**src/rtl/aes_key_exp_ctrl.sv**
```systemverilog
// AES-128 key-expansion sequencer. Steers the expansion datapath through
// round keys 0..ROUNDS and hands each one to the round pipeline over a
// valid/ready handshake. The expansion only advances when a key is accepted.
module aes_key_exp_ctrl #(
    parameter int unsigned ROUNDS   = 10,
    parameter int unsigned RC_WIDTH = 10
) (
    input  logic                        clk,
    input  logic                        rst,
    input  logic                        start,
    input  logic                        abort,
    output logic                        key_MUX1,
    output logic                        key_MUX2,
    output logic [$clog2(RC_WIDTH)-1:0] RC_sig,
    output logic                        FF1_enable,
    output logic                        rk_valid,
    input  logic                        rk_ready,
    output logic [3:0]                  rk_round,
    output logic                        busy,
    output logic                        done
);

    localparam int unsigned RC_W = $clog2(RC_WIDTH);
    localparam logic [3:0]  LAST = 4'(ROUNDS);

    typedef enum logic [1:0] {
        StIdle,
        StLoad,
        StPresent,
        StDone
    } state_e;

    state_e     state_q, state_d;
    logic [3:0] round_cnt_q, round_cnt_d;

    // Counter sanity: values above LAST are unreachable and treated as a fault.
    logic cnt_ok;
    logic transfer;

    assign cnt_ok   = (round_cnt_q <= LAST);
    assign transfer = (state_q == StPresent) && cnt_ok && rk_ready;

    // State and round counter registers.
    always_ff @(posedge clk or posedge rst) begin
        if (rst) begin
            state_q     <= StIdle;
            round_cnt_q <= 4'd0;
        end else begin
            state_q     <= state_d;
            round_cnt_q <= round_cnt_d;
        end
    end

    // Next-state and counter update; abort overrides everything outside IDLE.
    always_comb begin
        state_d     = state_q;
        round_cnt_d = round_cnt_q;
        unique case (state_q)
            StIdle: begin
                if (start) begin
                    state_d = StLoad;
                end
            end
            StLoad: begin
                round_cnt_d = 4'd0;
                state_d     = StPresent;
            end
            StPresent: begin
                if (!cnt_ok) begin
                    state_d     = StIdle;
                    round_cnt_d = 4'd0;
                end else if (transfer) begin
                    if (round_cnt_q < LAST) begin
                        round_cnt_d = round_cnt_q + 4'd1;
                    end else begin
                        state_d = StDone;
                    end
                end
            end
            StDone: begin
                state_d     = StIdle;
                round_cnt_d = 4'd0;
            end
            default: begin
                state_d     = StIdle;
                round_cnt_d = 4'd0;
            end
        endcase
        if (abort && (state_q != StIdle)) begin
            state_d     = StIdle;
            round_cnt_d = 4'd0;
        end
    end

    // Datapath steering and handshake outputs, decoded from the current state.
    always_comb begin
        key_MUX1   = 1'b0;
        key_MUX2   = 1'b0;
        RC_sig     = '0;
        FF1_enable = 1'b0;
        rk_valid   = 1'b0;
        rk_round   = 4'd0;
        busy       = 1'b0;
        done       = 1'b0;
        unique case (state_q)
            StIdle: begin
            end
            StLoad: begin
                key_MUX1   = 1'b1;
                FF1_enable = !abort;
                busy       = 1'b1;
            end
            StPresent: begin
                busy     = 1'b1;
                rk_valid = cnt_ok;
                rk_round = round_cnt_q;
                RC_sig   = RC_W'(round_cnt_q);
                key_MUX2 = (round_cnt_q != 4'd0);
                // Load the next key only on an accepted, non-final, non-aborted transfer.
                FF1_enable = transfer && !abort && (round_cnt_q < LAST);
            end
            StDone: begin
                done = 1'b1;
                busy = 1'b1;
            end
            default: begin
            end
        endcase
    end

endmodule

```
**config.mk**
```make
export PLATFORM = sky130hd
export DESIGN_NAME = aes_key_exp_ctrl
export DESIGN_NICKNAME = d
export VERILOG_FILES = /design/src/rtl/aes_key_exp_ctrl.sv
export SDC_FILE = /design/constraint.sdc
export NUM_CORES = 1
export LEC_CHECK = 0
export CAP_MARGIN = 20
export CORE_MARGIN = 5
export CORE_UTILIZATION = 44
export DETAILED_ROUTE_END_ITERATION = 10
export GPL_TIMING_DRIVEN = 0
export HOLD_SLACK_MARGIN = 0.15
export PLACE_DENSITY = 0.77
export SYNTH_ARGS = -nofsm -noshare
export SYNTH_HDL_FRONTEND = slang
export SYNTH_SLANG_ARGS = --single-unit
```
**constraint.sdc**
```tcl
create_clock -name clk -period 2.2 [get_ports clk]
set_input_delay 0.44 -clock clk [delete_from_list [all_inputs] [get_ports clk]]
set_output_delay 0.44 -clock clk [all_outputs]
set_load 0.05 [all_outputs]
```
; ---- Yosys cells after proc, flatten, opt, wreduce, memory -nomap -nowiden
; Cells that the tools add are included.
[classes]
shift = 0
n_bitwise = 0
reduce_logical = 14
mux = 18
div_mod_pow = 0
addsub = 1
mul = 0
magnitude_cmp = 2
eq_ne = 7
[ops]
columns = op, n
row1 = $mux W4, 5
row2 = $mux W2, 5
row3 = $pmux W2 S4, 1
row4 = $pmux W4 S2, 1
row5 = $reduce_and A3 Y1, 2
row6 = $logic_and A1 B1 Y1, 5
row7 = $mux W1, 5
row8 = $add A4 B1 Y4 const B, 1
row9 = $eq A2 B2 Y1 const B, 2
row10 = $le A4 B4 Y1 const B, 1
row11 = $lt A4 B4 Y1 const B, 1
row12 = $ne A4 B2 Y1 const B, 1
row13 = $ne A4 B3 Y1 const B, 1
row14 = $ne A4 B4 Y1 const B, 1
row15 = $reduce_bool A4 Y1, 1
row16 = $ne A3 B3 Y1 const B, 1
row17 = $reduce_bool A3 Y1, 1
row18 = $reduce_or A3 Y1, 1
row19 = $eq A2 B1 Y1 const B, 1
row20 = $logic_not A2 Y1, 1
row21 = $pmux W1 S2, 1
row22 = $reduce_bool A2 Y1, 1
row23 = $reduce_or A2 Y1, 1
row24 = $logic_not A1 Y1, 1
[totals]
output_inout_bits = 14
elab_cells = 44
inputBits = 5
rom_bits = 0
memories = 0
regBits = 6
ramBits = 0
latchBits = 0

; ---- Depth between registers and ports, before layout
; Gate-level depths: netlist of run 1.
[logic_depth]
depth_word = 7
ltp_mapped = 7

; ---- Least setup slack after synthesis of run 1
; Ideal clock, no wire load.
[synth_timing]
path_kind = register -> output
startpoint = reg state_q[1]
endpoint = out FF1_enable
arrival_ns = 2.257
path_stages_with_launch = 5
setup_slack_ns = -0.497
t_required_ns = 1.760
n_path_buf = 0
path_cell_list = dfrtp_1 -> inv_1 -> ha_1 -> a31oi_1 -> nor3b_1
[synth_between]
elab_chain_cells = 6
word_cells_on_any_way = 7
classes_between = 2 x eq/ne / 1 x mux / 4 x reduce/logical
[synth_lines]
columns = item, line
row1 = from (decl), 33  ; state_e state_q, state_d;
row2 = from (signal assigned), 46  ; state_q <= StIdle;
row3 = from (signal assigned), 49  ; state_q <= state_d;
row4 = $eq A2 B2 Y1, "41, 105"
row5 = $logic_and A1 B1 Y1 (2 in series), 41  ; assign transfer = (state_q == StPresent) && cnt_ok && rk_ready;
row6 = $logic_and A1 B1 Y1 (2 in series), 120  ; FF1_enable = transfer && !abort && (round_cnt_q < LAST);
row7 = $pmux W1 S2 *, 105  ; unique case (state_q)
row8 = to (decl), 15  ; output logic FF1_enable,
; Mark *: on every way between the ends. The rest lies on a longest branch, timed or not.

; ---- Final worst setup path of run 1
[layout_timing]
startpoint = reg state_q[0]
endpoint = out rk_round[2]
[layout_between]
elab_chain_cells = 2
[layout_lines]
columns = item, line
row1 = $eq A2 B2 Y1, 105
row2 = $mux W4, 105
row3 = to (decl), 18  ; output logic [3:0] rk_round,
; No other way between the ends.

==> results of run 1 <==
==> layout by cell type, fill, tap and decap left out, types with 2 or more instances in the layout <==
master,count
o21ai_0,2
nor2_1,4
nor2_2,3
inv_1,8
dfrtp_1,6
clkdlybuf4s50_1,4
buf_4,5
clkbuf_2,2
o21ai_1,4
dlygate4sd2_1,2
buf_2,4
clkbuf_4,7
nand2_1,4
a21oi_1,5
ha_1,7
o31ai_1,2
==> cell families after synthesis <==
| group | after synthesis | share of synthesized area, % |
|---|---|---|
| compound gates | 20 | 22.32 |
| fa+ha+maj | 8 | 17.17 |
| buf+inv | 14 | 11.80 |
| flops | 6 | 25.75 |
| simple gates | 22 | 22.97 |
==> cell usage after synthesis, drive strengths merged (2+ instances only) <==
| master | n |
|---|---|
| nand2 | 4 |
| inv | 8 |
| nor2 | 7 |
| nor2b | 2 |
| o21ai | 6 |
| ha | 8 |
| buf | 4 |
| o31ai | 2 |
| dfrtp | 6 |
| a21oi | 5 |
| nor4 | 2 |
==> worst max-delay path: stages (launching register included) <==
cell	delay, ns
dfrtp_1	0.42
inv_1	0.13
ha_2	0.24
and2_1	0.15
buf_4	0.10
clkdlybuf4s15_2	0.35
==> power breakdown <==
part	leakage (nW)	total (mW)	switching [mW]	internal, mW
sequential	0.0790	0.188	0.0401	0.148
combinational	0.297	0.722	0.481	0.241
clock	0.0138	0.0944	0.0332	0.0613
total	0.389	1.00	0.554	0.451
==> area by class of cell <==
class | count | area [um2] | share of cell area, %
Tap cell | 15 | 18.77 | 2.389
Inverter | 9 | 36.28 | 4.618
Sequential cell | 6 | 150.1 | 19.11
Multi-Input combinational cell | 50 | 379.1 | 48.25
Buffer | 5 | 35.03 | 4.459
Clock buffer | 3 | 22.52 | 2.866
Timing Repair Buffer | 18 | 143.9 | 18.31
==> state kept, by name (all words and copies together) (netlist names) <==
signal / count
round_cnt_q: 4
state_q: 2
==> stage by stage <==
step	TNS [ns]	hold WS [ns]
after detailed placement	-2.723	0.5606
after global placement	-2.540	0.5515
final	0	0.4072
after floorplan	-0.5631	0.2310
after CTS	0	0.4034
after global routing	0	0.4143
==> worst paths after layout <==
path	startpoint	end	slack, ns	cells past startpoint
max	state_q[0]$_DFFE_PP0P_	rk_round[2]	0.13	5
min	rst	round_cnt_q[2]$_DFFE_PP0P_	0.41	2
min in group clk	state_q[1]$_DFFE_PP0P_	state_q[1]$_DFFE_PP0P_	0.57	1
min reg2reg	state_q[1]$_DFFE_PP0P_	state_q[1]$_DFFE_PP0P_	0.57	1
max in group asynchronous	rst	state_q[1]$_DFFE_PP0P_	1.62	2
max reg2reg	state_q[1]$_DFFE_PP0P_	state_q[1]$_DFFE_PP0P_	0.24	7
==> routing by layer <==
layer	share of wire (%)	up-vias
met4	0	0
li1	-	285
met3	5.7	0
met2	50	13
met1	44	247
met5	0	-
==> impl_metrics.yaml, run 1 <==
yosys:
  yosysTopAreaCell: "dfrtp_1"
  synth_cells: 70
  synth_edf_count: 0
  synth_async_sr_flop_share_pct: 100.0
  ys_seq_area_share_pct: 25.75
  ys_warn_count: 0
  syn_area_per_cell_um2: 8.329
  yosys-top-cells-area: "dfrtp_1, ha_1, buf_4"
  synth_fp_nets: 83
  synth_area_um2: 583.1
  ys.flop_type: "dfrtp_1"
  synthDominantCellAreaShare_pct: 25.75
  synth.distinct_cells: 30
  ys_ff_latch: 6
placement:
  port_buffers: 18
  place_ws_ns: -0.3530
  dpl.hpwl_mm: 1.006
  placed_area_um2: 787.0
  gp_congestion: 0.7875
  dp.cells: 103
detailed_routing:
  route.vias.total: 545
  dr.pass1.iters: 4
  wire_per_inst_um: 11.54
  drc: 0
  drt-total-wl_mm: 1.223
  viasPerCell: 5.142
  ant_nets: 0
  detail_route.iter0.violations: 12
layout:
  fin_cells: 106
  diodes: 0
  syn_to_final_growth_pct: 34.76
  fillCellCount: 130
  nets: 106
  fin_util_pct: 61.15
  final_layout_size_suffix_gt1_share_pct: 31.87
  fin_area_um2: 785.8
sta:
  fin_crit_ns: 2.066
  drv_slew: 0
  tightestPinTransition_ns: 0.5009
  hold_violations: 0
  setup_slack_ns: 0.1341
  rsz0062_at_grt: "false"
  setup_viol: 0
  fmax_ghz: 0.4841
  skew_ns: 0.0003177
  relSlewSlack_pct: 66.55
  fin_crit_sh_pct: 93.90
clock_tree:
  cts_tree: "built"
  post_cts_buffers: 0
  cts_sinks: 6
  cts-root-buf: "clkbuf_4"
  clk_pin_slew_ns: 0.04
  htree_levels: 1
  clkLatencyLatePin_ns: 0.23
  cts_resized: 41
  hold_buffers: 0
  clockBufferDepth: 2
  numCtsBuffers: 3
floorplan:
  fp.coreArea_mm2: 0.001285
  start_util_pct: 45.37
  rows: 13
  dieArea_mm2: 0.002153
  die_w_um: 46.40
  die_h_um: 46.40
  pin_count: 19
worst_setup_path:
  crit_fanout: 5
  cp-end-kind: "output port"
  critPathKind: "reg -> out"
  start_kind: "register"
  worstPathArrival_ns: 1.63
  crit_required_ns: 1.76
global_routing:
  busiest_layer: "met2"
  grtUsageTotal_pct: 13.59
  grt_pass1_wl_mm: 2.076
  antenna_found_initial: 0
  grt_max_degree: 10
  grt_pass1_vias: 511
  overflow: 0
  grtUsageMet2_pct: 21.15
  grtUsageMet1_pct: 17.10
  met3_usage_pct: 2.344
pwr:
  finalPower_mw: 1.005
  ir_drop_v: 0.0006839
  p_per_area_mw_per_mm2: 1279
  leakage_nw: 0.3894
outcome:
  outcome: "finished, final reports clean"
worst_hold_path:
  hold_class: "in -> async"
run:
  max-cap-violations: 0
(Power assumes the default switching activity.)
==> run 2: changes to the inputs <==
Settings changed: CTS_BUF_LIST set to sky130_fd_sc_hd__clkbuf_16, PLACE_DENSITY 0.77 to not set, PLACE_DENSITY_LB_ADDON set to 0.12.
==> run 2 against run 1 <==
Compared with the run above: clock-buffer cell count stayed put; global-route usage down 0.16 points; sequential share of layout area is 0.95 points lower; clock skew is essentially flat; clock power increased to 3.0 times the previous value; critical endpoint is now done; via count is 3.5% higher; total power up 20%; first-iteration DRC count shrank 8.3%.
==> impl_metrics.yaml, run 2 (synthesized netlist as in run 1, its figures left out) <==
run:
  max-cap-violations: 0
detailed_routing:
  drt-total-wl_mm: 1.303
  dr.pass1.iters: 2
  detail_route.iter0.violations: 11
  ant_nets: 0
  drc: 0
  route.vias.total: 564
  wire_per_inst_um: 12.29
  viasPerCell: 5.321
worst_setup_path:
  ff2ff_path_depth: 7
  cpPeakStageDelay_ns: 0.81
  crit_chain: "ha_1 -> clkdlybuf4s50_1"
  r2r_end: "state_q[1]$_DFFE_PP0P_"
  crit_required_ns: 1.76
  start_kind: "register"
  crit_fanout: 5
  critPathKind: "reg -> out"
  worstPathArrival_ns: 1.69
  regToRegStartpoint: "state_q[0]$_DFFE_PP0P_"
  cp-end-kind: "output port"
  regToRegSetupSlack_ns: 0.32
  crit_slowest_cell: "clkdlybuf4s50_1"
global_routing:
  antenna_found_initial: 0
  grt_pass1_wl_mm: 1.994
  grtUsageTotal_pct: 13.43
  grt_max_degree: 10
  overflow: 0
  grt_pass1_vias: 473
floorplan:
  die_h_um: 46.40
  dieArea_mm2: 0.002153
  start_util_pct: 45.37
  fp.coreArea_mm2: 0.001285
  pin_count: 19
  die_w_um: 46.40
  rows: 13
sta:
  skew_ns: 0.0004229
  fmax_ghz: 0.4690
  setup_slack_ns: 0.06770
  whs_ns: 0.4196
  hold_violations: 0
  fin_crit_ns: 2.132
  drv_slew: 0
  tightestPinTransition_ns: 0.4915
  setup_viol: 0
  rsz0062_at_grt: "true"
  relSlewSlack_pct: 67.13
  fin_crit_sh_pct: 96.92
clock_tree:
  numCtsBuffers: 3
  cts_sinks: 6
  cts-root-buf: "clkbuf_16"
  clk_pin_slew_ns: 0.03
  htree_levels: 1
  clkLatencyLatePin_ns: 0.22
  clockBufferDepth: 2
  cts_tree: "built"
  post_cts_buffers: 0
  hold_buffers: 0
  cts_resized: 40
layout:
  diodes: 0
  regMostFlops: "round_cnt_q"
  nets: 106
  syn_to_final_growth_pct: 41.85
  largest_reg_flops: 4
  mostFrequentLayoutCell: "inv_1"
  fin_cells: 106
  reg_top3: "round_cnt_q (4), state_q (2)"
  layout_common_cells: "inv_1, nor2_1, ha_1, dfrtp_1"
  fin_util_pct: 64.36
  final_layout_size_suffix_gt1_share_pct: 28.57
placement:
  dp.cells: 103
  place_ws_ns: -0.3583
  dpl.hpwl_mm: 1.047
  gp_congestion: 0.7600
  port_buffers: 18
pwr:
  p_per_area_mw_per_mm2: 1455
  finalPower_mw: 1.203
  leakage_nw: 0.3992
  ir_drop_v: 0.0009173
worst_hold_path:
  hold_class: "in -> async"
outcome:
  outcome: "finished, final reports clean"
==> run 2: cell count changes in the layout (fill, tap and decap cells not counted), sizes merged <==
cell	change
clkinv	+1
dlygate4sd2	+1
inv	-1
clkdlybuf4s15	-1
clkdlybuf4s50	+1
clkdlybuf4s18	+1
clkbuf	-2
buf	+1
dlymetal6s2s	-1
==> run 2: stage by stage <==
| step | TNS [ns] | area, um2 |
|---|---|---|
| 2_1_floorplan | -0.5631 | 588.1 |
| 3_3_place_gp | -2.508 | 787.0 |
| 3_5_place_dp | -2.782 | 787.0 |
| 4_1_cts | 0 | 848.3 |
| 5_1_grt | -0.03843 | 827.0 |
| 6_report | 0 | 827.0 |
==> run 2: area by class of cell <==
type                       count  area, um2
buffer                         5      35.03
fill                         121      457.9
sequential                     6      150.1
multi-input combinational     50      374.1
tap                           15      18.77
clock buffer                   3      75.07
inverter                       9      35.03
timing repair buffer          18      138.9
==> run 2: worst max-delay path by stage <==
stage / slack [ns] / cells after the start / from / end
2_1_floorplan: -0.19 / 5 / state_q[0]$_DFFE_PP0P_ / rk_round[3]
3_3_place_gp: -0.36 / 4 / rk_ready / FF1_enable
3_5_place_dp: -0.36 / 6 / state_q[0]$_DFFE_PP0P_ / rk_round[3]
4_1_cts: 0.005 / 5 / state_q[0]$_DFFE_PP0P_ / rk_round[2]
5_1_grt: -0.02 / 7 / round_cnt_q[0]$_DFFE_PP0P_ / rk_valid
6_report: 0.07 / 2 / state_q[0]$_DFFE_PP0P_ / done
==> run 2: metal layers <==
metal  wire length, um  global-route usage [%]  up-vias
met2               642                   18.96        8
met3                34                   3.516        0
met4                 0                   8.523        0
li1                  -                       -      283
met5                 0                       0        -
met1               626                   17.80      273
==> run 2: where the power goes <==
part	internal (mW)	switching [mW]
registers	0.148	0.0431
clock network	0.232	0.0524
logic	0.246	0.482
==> run 2: critical path, delay by kind of cell (launching register included) <==
| family | cells | cell delay (ns) |
|---|---|---|
| flip-flops | 1 | 0.43 |
| adder cells (fa/ha/maj) | 1 | 0.22 |
| buffers and inverters | 1 | 0.81 |
==> run 3: changes to the inputs <==
Settings changed: CORE_AREA set to 5 5 42 44, CORE_MARGIN 5 to not set, CORE_UTILIZATION 44 to not set, CTS_CLUSTER_DIAMETER set to 100, DIE_AREA set to 0 0 47 49, DONT_BUFFER_PORTS set to 1.
==> run 3 against run 2 <==
Compared with the run above: largest power group unchanged; die area rose by 7.0%; clock skew barely moved; clock-buffer cell count did not move; global-route usage fell by 1.3 points; hold slack improved by 0.031 ns; critical endpoint is now FF1_enable; cell count fell by 15%.
==> impl_metrics.yaml, run 3 (synthesized netlist as in run 1, its figures left out) <==
sta:
  drv_slew: 0
  relSlewSlack_pct: 59.36
  tns_ns: 0
  hold_violations: 0
  tightestPinTransition_ns: 0.6099
  setup_slack_ns: 0.08482
  whs_ns: 0.4508
  setup_viol: 0
  fin_crit_sh_pct: 96.14
  skew_ns: 0.0005794
  fin_crit_ns: 2.115
  fmax_ghz: 0.4728
placement:
  port_buffers: 0
  placed_area_um2: 608.1
  dp.cells: 86
  place_ws_ns: -0.3564
  dpl.hpwl_um: 936.2
  gp_congestion: 0.7582
worst_setup_path:
  crit_chain: "inv_1 -> ha_4 -> a31oi_1 -> nor3b_4"
  r2r_end: "state_q[1]$_DFFE_PP0P_"
  start_kind: "register"
  cp_top_family: "simple AND/OR/NAND/NOR gates"
  crit_slowest_cell: "nor3b_4"
  cpPeakStageDelay_ns: 0.54
  worstPathArrival_ns: 1.68
  regToRegSetupSlack_ns: 0.19
  regToRegStartpoint: "state_q[0]$_DFFE_PP0P_"
  ff2ff_path_depth: 7
  critPathKind: "reg -> out"
  cp-end-kind: "output port"
  path_buf_inv: 1
  crit_fanout: 5
  crit_required_ns: 1.76
floorplan:
  die_w_um: 47
  rows: 14
  die_h_um: 49
  dieArea_mm2: 0.002303
  pin_count: 19
  start_util_pct: 41.61
  fp.coreArea_mm2: 0.001401
detailed_routing:
  detail_route.iter0.violations: 7
  viasPerCell: 5.400
  drt-total-wl_mm: 1.233
  ant_nets: 0
  route.vias.total: 486
  dr.pass1.iters: 4
  drc: 0
  wire_per_inst_um: 13.70
global_routing:
  grt_pass1_vias: 482
  overflow: 0
  grtUsageTotal_pct: 12.16
  grt_pass1_wl_mm: 2.042
  antenna_found_initial: 0
  grt_max_degree: 10
layout:
  layout_common_cells: "inv_1, ha_1, nor2_1, a21oi_1, dfrtp_1"
  fin_area_um2: 778.2
  largest_reg_flops: 4
  fin_cells: 90
  regMostFlops: "round_cnt_q"
  diodes: 0
  fin_util_pct: 55.54
  reg_top3: "round_cnt_q (4), state_q (2)"
  final_layout_size_suffix_gt1_share_pct: 36.49
  syn_to_final_growth_pct: 33.48
  nets: 89
pwr:
  p_per_area_mw_per_mm2: 1586
  finalPower_mw: 1.234
  ir_drop_v: 0.001034
  leakage_nw: 0.3126
worst_hold_path:
  hp-start: "abort"
  hold_depth: 2
  hold_class: "in -> reg"
  min_to: "state_q[0]$_DFFE_PP0P_"
outcome:
  outcome: "finished, final reports clean"
run:
  max-cap-violations: 0
clock_tree:
  cts_sinks: 6
  clk_pin_slew_ns: 0.03
  numCtsBuffers: 3
  cts_tree: "built"
  post_cts_buffers: 0
  htree_levels: 1
  clockBufferDepth: 2
  clkLatencyLatePin_ns: 0.23
  cts-root-buf: "clkbuf_16"
==> run 3: cell types whose count changed in the layout (fill, tap and decap cells not counted), sizes merged <==
| cell | previous run | this run |
|---|---|---|
| clkinv | 1 | 0 |
| dlygate4sd2 | 3 | 0 |
| clkdlybuf4s50 | 5 | 0 |
| clkinvlp | 0 | 1 |
| buf | 10 | 4 |
| dlygate4sd3 | 0 | 1 |
| clkdlybuf4s18 | 1 | 0 |
| clkbuf | 7 | 4 |
==> run 3: worst register-to-register path, cell delays in order, from the launching register on <==
cell,delay (ns)
dfrtp_2,0.44
inv_1,0.15
ha_1,0.38
nor2b_2,0.15
a2111oi_0,0.40
nor2_1,0.12
a21oi_1,0.16
a311oi_1,0.07
==> run 3: power breakdown <==
group	switching [mW]	internal (mW)
Combinational	0.510	0.234
Clock	0.0560	0.233
Sequential	0.0502	0.152
==> run 3: metal layers <==
layer | up-vias | track usage [%] | wire [um]
li1 | 245 | - | -
met5 | - | 0 | 0
met2 | 9 | 16.74 | 591
met3 | 3 | 3.321 | 48
met1 | 229 | 16.48 | 570
met4 | 0 | 6.912 | 22
==> run 3: repair_timing <==
item / in CTS / in global routing
endpoints found under the setup margin: 9 / 6
endpoints found under the hold margin: 6 / 0
gates resized for setup: 14 / 11
gates cloned: 0 / 0
hold buffers: 1 / 0
pin swaps: 3 / 3
==> run 3: layout make-up <==
cell class,count,area [um2]
Tap cell,16,20.02
Fill cell,148,623.1
Multi-Input combinational cell,50,434.2
Clock buffer,3,75.07
Sequential cell,6,152.6
Buffer,5,46.29
Inverter,9,40.04
Timing Repair Buffer,1,10.01
==> run 3: worst max-delay path by stage <==
stage	startpoint	endpoint	cells past startpoint
6_report	state_q[0]$_DFFE_PP0P_	FF1_enable	4
5_1_grt	state_q[0]$_DFFE_PP0P_	FF1_enable	4
4_1_cts	state_q[1]$_DFFE_PP0P_	FF1_enable	4
3_5_place_dp	state_q[0]$_DFFE_PP0P_	rk_round[0]	5
3_3_place_gp	state_q[0]$_DFFE_PP0P_	rk_round[3]	5
2_1_floorplan	state_q[0]$_DFFE_PP0P_	rk_round[3]	5
==> edit 1: new RTL, flow settings as in run 1 <==
Change the parameter `RC_WIDTH` from 10 to 20.
--- a/src/rtl/aes_key_exp_ctrl.sv
+++ b/src/rtl/aes_key_exp_ctrl.sv
@@ -3,7 +3,7 @@
 // valid/ready handshake. The expansion only advances when a key is accepted.
 module aes_key_exp_ctrl #(
     parameter int unsigned ROUNDS   = 10,
-    parameter int unsigned RC_WIDTH = 10
+    parameter int unsigned RC_WIDTH = 20
 ) (
     input  logic                        clk,
     input  logic                        rst,
Ports: changed (resized RC_sig); port bits go from 19 to 20. No check against the original RTL was run, so the function may have changed too.
==> edit 1 against run 1 <==
- sequential cell count stayed put
- first-iteration DRC count is 50% lower
- power is 0.54% higher
- wire length is 10% higher
- design area is 0.48% lower
- die area is 1.5% higher
- clock power is 3.7% higher
- area after synthesis is 1.9% higher
- core utilization is 0.29 points lower
- clock skew is 5.4 ps higher
- non-clock buffer count is 1 higher
- worst setup slack worse by 27 ps
==> edit 1: results <==
export IMPL_drt_iter0_drc=6
export IMPL_critical_path_arrival_ps=2200
export IMPL_grt_use_met2_pct=23.6
export IMPL_numCtsBuffers=3
export IMPL_fillers=132
export IMPL_drive_above_1_share_pct=28.0
export IMPL_met2_length_um=642
export IMPL_place_ws_ps=-365
export IMPL_p_int_uw=449
export IMPL_worstMarginPinSlew_ps=502
export IMPL_dp_hpwl_um=1060
export IMPL_yosysUniqueCellTypes=31
export IMPL_via_count=571
export IMPL_cts_resized=43
export IMPL_netlist_top_cells_count="8 x ha_1, 8 x inv_1, 7 x nor2_1"
export IMPL_cts_reportedPaths_clkPinSlew_ps=40
export IMPL_synth_area_leaders="dfrtp_1 25%, ha_1 17%, buf_4 6.3%, inv_1 5.1%, nor2_1 4.4%"
export IMPL_peakVddDrop_mv=0.745
export IMPL_grt_max_degree=10
export IMPL_status="completed"
export IMPL_fin_skew_ps=5.69
export IMPL_wl_met3_um=141
export IMPL_grt_pass1_wl_um=2290
export IMPL_grt_usage_pct=14.7
export IMPL_grt_pass1_vias=557
export IMPL_viasPerCell=5.29
export IMPL_critPathMaxFanout=7
export IMPL_syn_num_nets=85
export IMPL_top_layer_used="met4"
export IMPL_routed_wl_um=1350
export IMPL_grt_util_met1_pct=18.3
export IMPL_p_leak_nw=0.403
export IMPL_clk_latency_ps=240
export IMPL_postSynthCellCount=72
export IMPL_yosysWarnings=0
export IMPL_met1_length_um=556
export IMPL_place_area_sq_um=798
export IMPL_synth_ff_type="dfrtp_1"
export IMPL_placedCellCount=105
export IMPL_numPortBuffers=18
export IMPL_grtUsageMet3_pct=5.36
export IMPL_ys_seq_area_share_pct=25.3
export IMPL_gp_congestion=0.800
export IMPL_hold_path_class="in2async"
-- edit 1: changes by cell type in the layout (fill, tap and decap cells not counted), sizes merged --
cell / change
buf: +3
clkbuf: -1
conb: +1
clkdlybuf4s15: -1
-- edit 1: kinds of logic (layout without fill, tap and decap cells) --
logic type	after synthesis	count (layout)	share of synthesized area [%]
AO/OA/AOI/OAI	20	20	21.9
other	1	1	0.631
AND/OR/NAND/NOR	22	22	22.5
flip-flops	6	6	25.3
buffers and inverters	15	36	12.8
adder cells (fa/ha/maj)	8	8	16.8
-- edit 1: worst paths after layout --
path,start,to,slack [ps],cells past startpoint
max in group asynchronous,rst,round_cnt_q[1],1600,2
worst min-delay path,rst,state_q[0],410,2
worst max-delay path,state_q[0],state_q[1],110,7
worst max register to register,state_q[0],state_q[1],110,7
min in group clk,state_q[1],state_q[1],560,1
worst min register to register,state_q[1],state_q[1],560,1
-- edit 1: layout make-up --
cell class                      instances  area [sq um]  area share [%]
Timing Repair Buffer                   18           138            17.6
Inverter                                9          36.3            4.64
Sequential cell                         6           150            19.2
Buffer                                  6          42.5            5.44
Tap cell                               15          18.8            2.40
Clock buffer                            3          22.5            2.88
Multi-Input combinational cell         51           374            47.8
-- edit 1: power by group through the flow --
stage	combinational [mW]	clock, mW	sequential, mW
final	0.723	0.0979	0.190
after global placement	0.746	0	0.189
after detailed placement	0.754	0	0.191
after global routing	0.797	0.116	0.196
after floorplan	0.572	0	0.179
after CTS	0.727	0.104	0.190
-- edit 1: worst max-delay path, stage by stage, from the launching register on --
cell and delay [ps]:
dfrtp_1 420, inv_1 130, ha_1 380, nor2b_2 150
a2111oi_1 500, nor2_1 140, a21oi_1 170, a311oi_1 60
==> edit 2: new RTL, config.mk and constraints of run 1 <==
Without the edit above. Make the reset (`rst`) synchronous in one clocked block.
--- a/src/rtl/aes_key_exp_ctrl.sv
+++ b/src/rtl/aes_key_exp_ctrl.sv
@@ -41,7 +41,7 @@
     assign transfer = (state_q == StPresent) && cnt_ok && rk_ready;
 
     // State and round counter registers.
-    always_ff @(posedge clk or posedge rst) begin
+    always_ff @(posedge clk) begin
         if (rst) begin
             state_q     <= StIdle;
             round_cnt_q <= 4'd0;
Formal check against the unedited RTL: differs if rst is asserted again (counterexample within 4 cycles, from zero or initial values and one cycle with rst high); with rst held inactive, the same outputs for 10 cycles.
==> edit 2 against run 1 <==
- combinational power shrank 23%
- power shrank 17%
- critical path type unchanged
- sequential share of layout area shrank 5.1 points
- die area grew 6.2%
- area after synthesis grew 7.9%
- worst setup slack lost 36 ps
- global-route usage grew 0.81 points
- wire length grew 17%
- worst hold slack gained 150 ps
- design area grew 13%
- sequential cell count is the same
==> edit 2: results <==
export IMPL_status="completed"
export IMPL_hold_path_class="reg2reg"
export IMPL_fillers=113
export IMPL_netlist_top_cells_count="8 x ha_1, 6 x dfxtp_1, 5 x inv_1"
export IMPL_ys_seq_area_share_pct=19.1
export IMPL_syn_avg_cell_area_sq_um=9.39
export IMPL_drive_above_1_share_pct=37.5
export IMPL_fin_skew_ps=8.60
export IMPL_yosysUniqueCellTypes=38
export IMPL_critPathMaxStageDelay_ps=490
export IMPL_syn_num_nets=80
export IMPL_r2r_slack_ps=320
export IMPL_whs_ps=555
export IMPL_via_count=588
export IMPL_drt_iter0_drc=5
export IMPL_worstMarginPinSlew_ps=504
export IMPL_grt_max_degree=13
export IMPL_rr_endpoint="round_cnt_q[2]"
export IMPL_routedWlPerCell_um=13.9
export IMPL_synth_area_leaders="dfxtp_1 19%, ha_1 16%, buf_4 4.8%, a2111oi_4 4.4%, o32ai_4 4.4%"
export IMPL_critical_path_arrival_ps=1660
export IMPL_critPathMaxFanout=12
export IMPL_grt_pass1_vias=543
export IMPL_r2r_cells=6
export IMPL_gp_congestion=0.853
export IMPL_r2r_start="state_q[0]"
export IMPL_slowest_stage="clkdlybuf4s15_1"
export IMPL_peakVddDrop_mv=0.630
export IMPL_dp_hpwl_um=1100
export IMPL_viasPerCell=5.71
export IMPL_nNetsFinal=103
export IMPL_grt_pass1_wl_um=2280
export IMPL_async_reset_ff_share_pct=0
export IMPL_clk_latency_ps=250
export IMPL_antenna_found_initial=0
export IMPL_p_leak_nw=0.362
export IMPL_grt_usage_pct=14.4
[edit 2: critical path, delay by kind of cell, from the launching register on]
family                   cells  cell delay (ps)
buffers and inverters        2              670
flip-flops                   1              330
adder cells (fa/ha/maj)      1              250
AND/OR/NAND/NOR              1              170
[edit 2: how the worst max path moves through the flow]
| stage | start | to | slack (ps) | cells past startpoint |
|---|---|---|---|---|
| floorplan | state_q[0] | FF1_enable | -10 | 5 |
| global placement | state_q[0] | FF1_enable | -470 | 6 |
| detailed placement | state_q[0] | FF1_enable | -510 | 6 |
| CTS | state_q[0] | RC_sig[2] | 1 | 4 |
| global route | state_q[0] | RC_sig[3] | -10 | 4 |
| finish | state_q[0] | RC_sig[2] | 100 | 4 |
[edit 2: area by class of cell]
class | instances | share of cell area (%)
Sequential cell | 6 | 14.0
Tap cell | 15 | 2.12
Buffer | 5 | 3.96
Clock buffer | 3 | 2.55
Timing Repair Buffer | 19 | 21.5
Multi-Input combinational cell | 49 | 53.3
Inverter | 6 | 2.55
[edit 2: power breakdown]
part           internal, mW  switching, mW  total (mW)
registers             0.137         0.0391       0.176
logic                 0.200          0.352       0.553
clock network        0.0617         0.0402       0.102
total                 0.399          0.432       0.831
[edit 2: per-stage QoR]
stage | instance area (sq um) | utilization (%) | setup WS (ps)
6_report | 885 | 66.3 | 98.3
3_5_place_dp | 837 | 62.8 | -509
5_1_grt | 885 | 66.3 | -10.0
3_3_place_gp | 837 | 62.8 | -466
2_1_floorplan | 638 | - | -10.6
4_1_cts | 863 | 64.7 | 1.01
[edit 2: cell families after synthesis]
| logic type | Yosys count | share of synthesized area, % |
|---|---|---|
| AND/OR/NAND/NOR | 19 | 21.3 |
| adder cells (fa/ha/maj) | 8 | 15.9 |
| AO/OA/AOI/OAI | 22 | 33.2 |
| buffers and inverters | 12 | 10.5 |
| flip-flops | 6 | 19.1 |
[edit 2: repair_timing]
item                                    4_1_cts  5_1_grt
gates resized for setup                      37        6
buffers inserted                              0        1
pin swaps                                     0        1
endpoints found under the setup margin       13       11
endpoints found under the hold margin         0        0
[edit 2: routing by layer]
| metal | up-vias | track usage [%] | part of all wire, % |
|---|---|---|---|
| li1 | 290 | - | - |
| met1 | 278 | 14.1 | 40 |
| met2 | 20 | 25.9 | 52 |
| met3 | 0 | 5.26 | 8.2 |
| met4 | 0 | 8.06 | 0 |
| met5 | - | 0 | 0 |
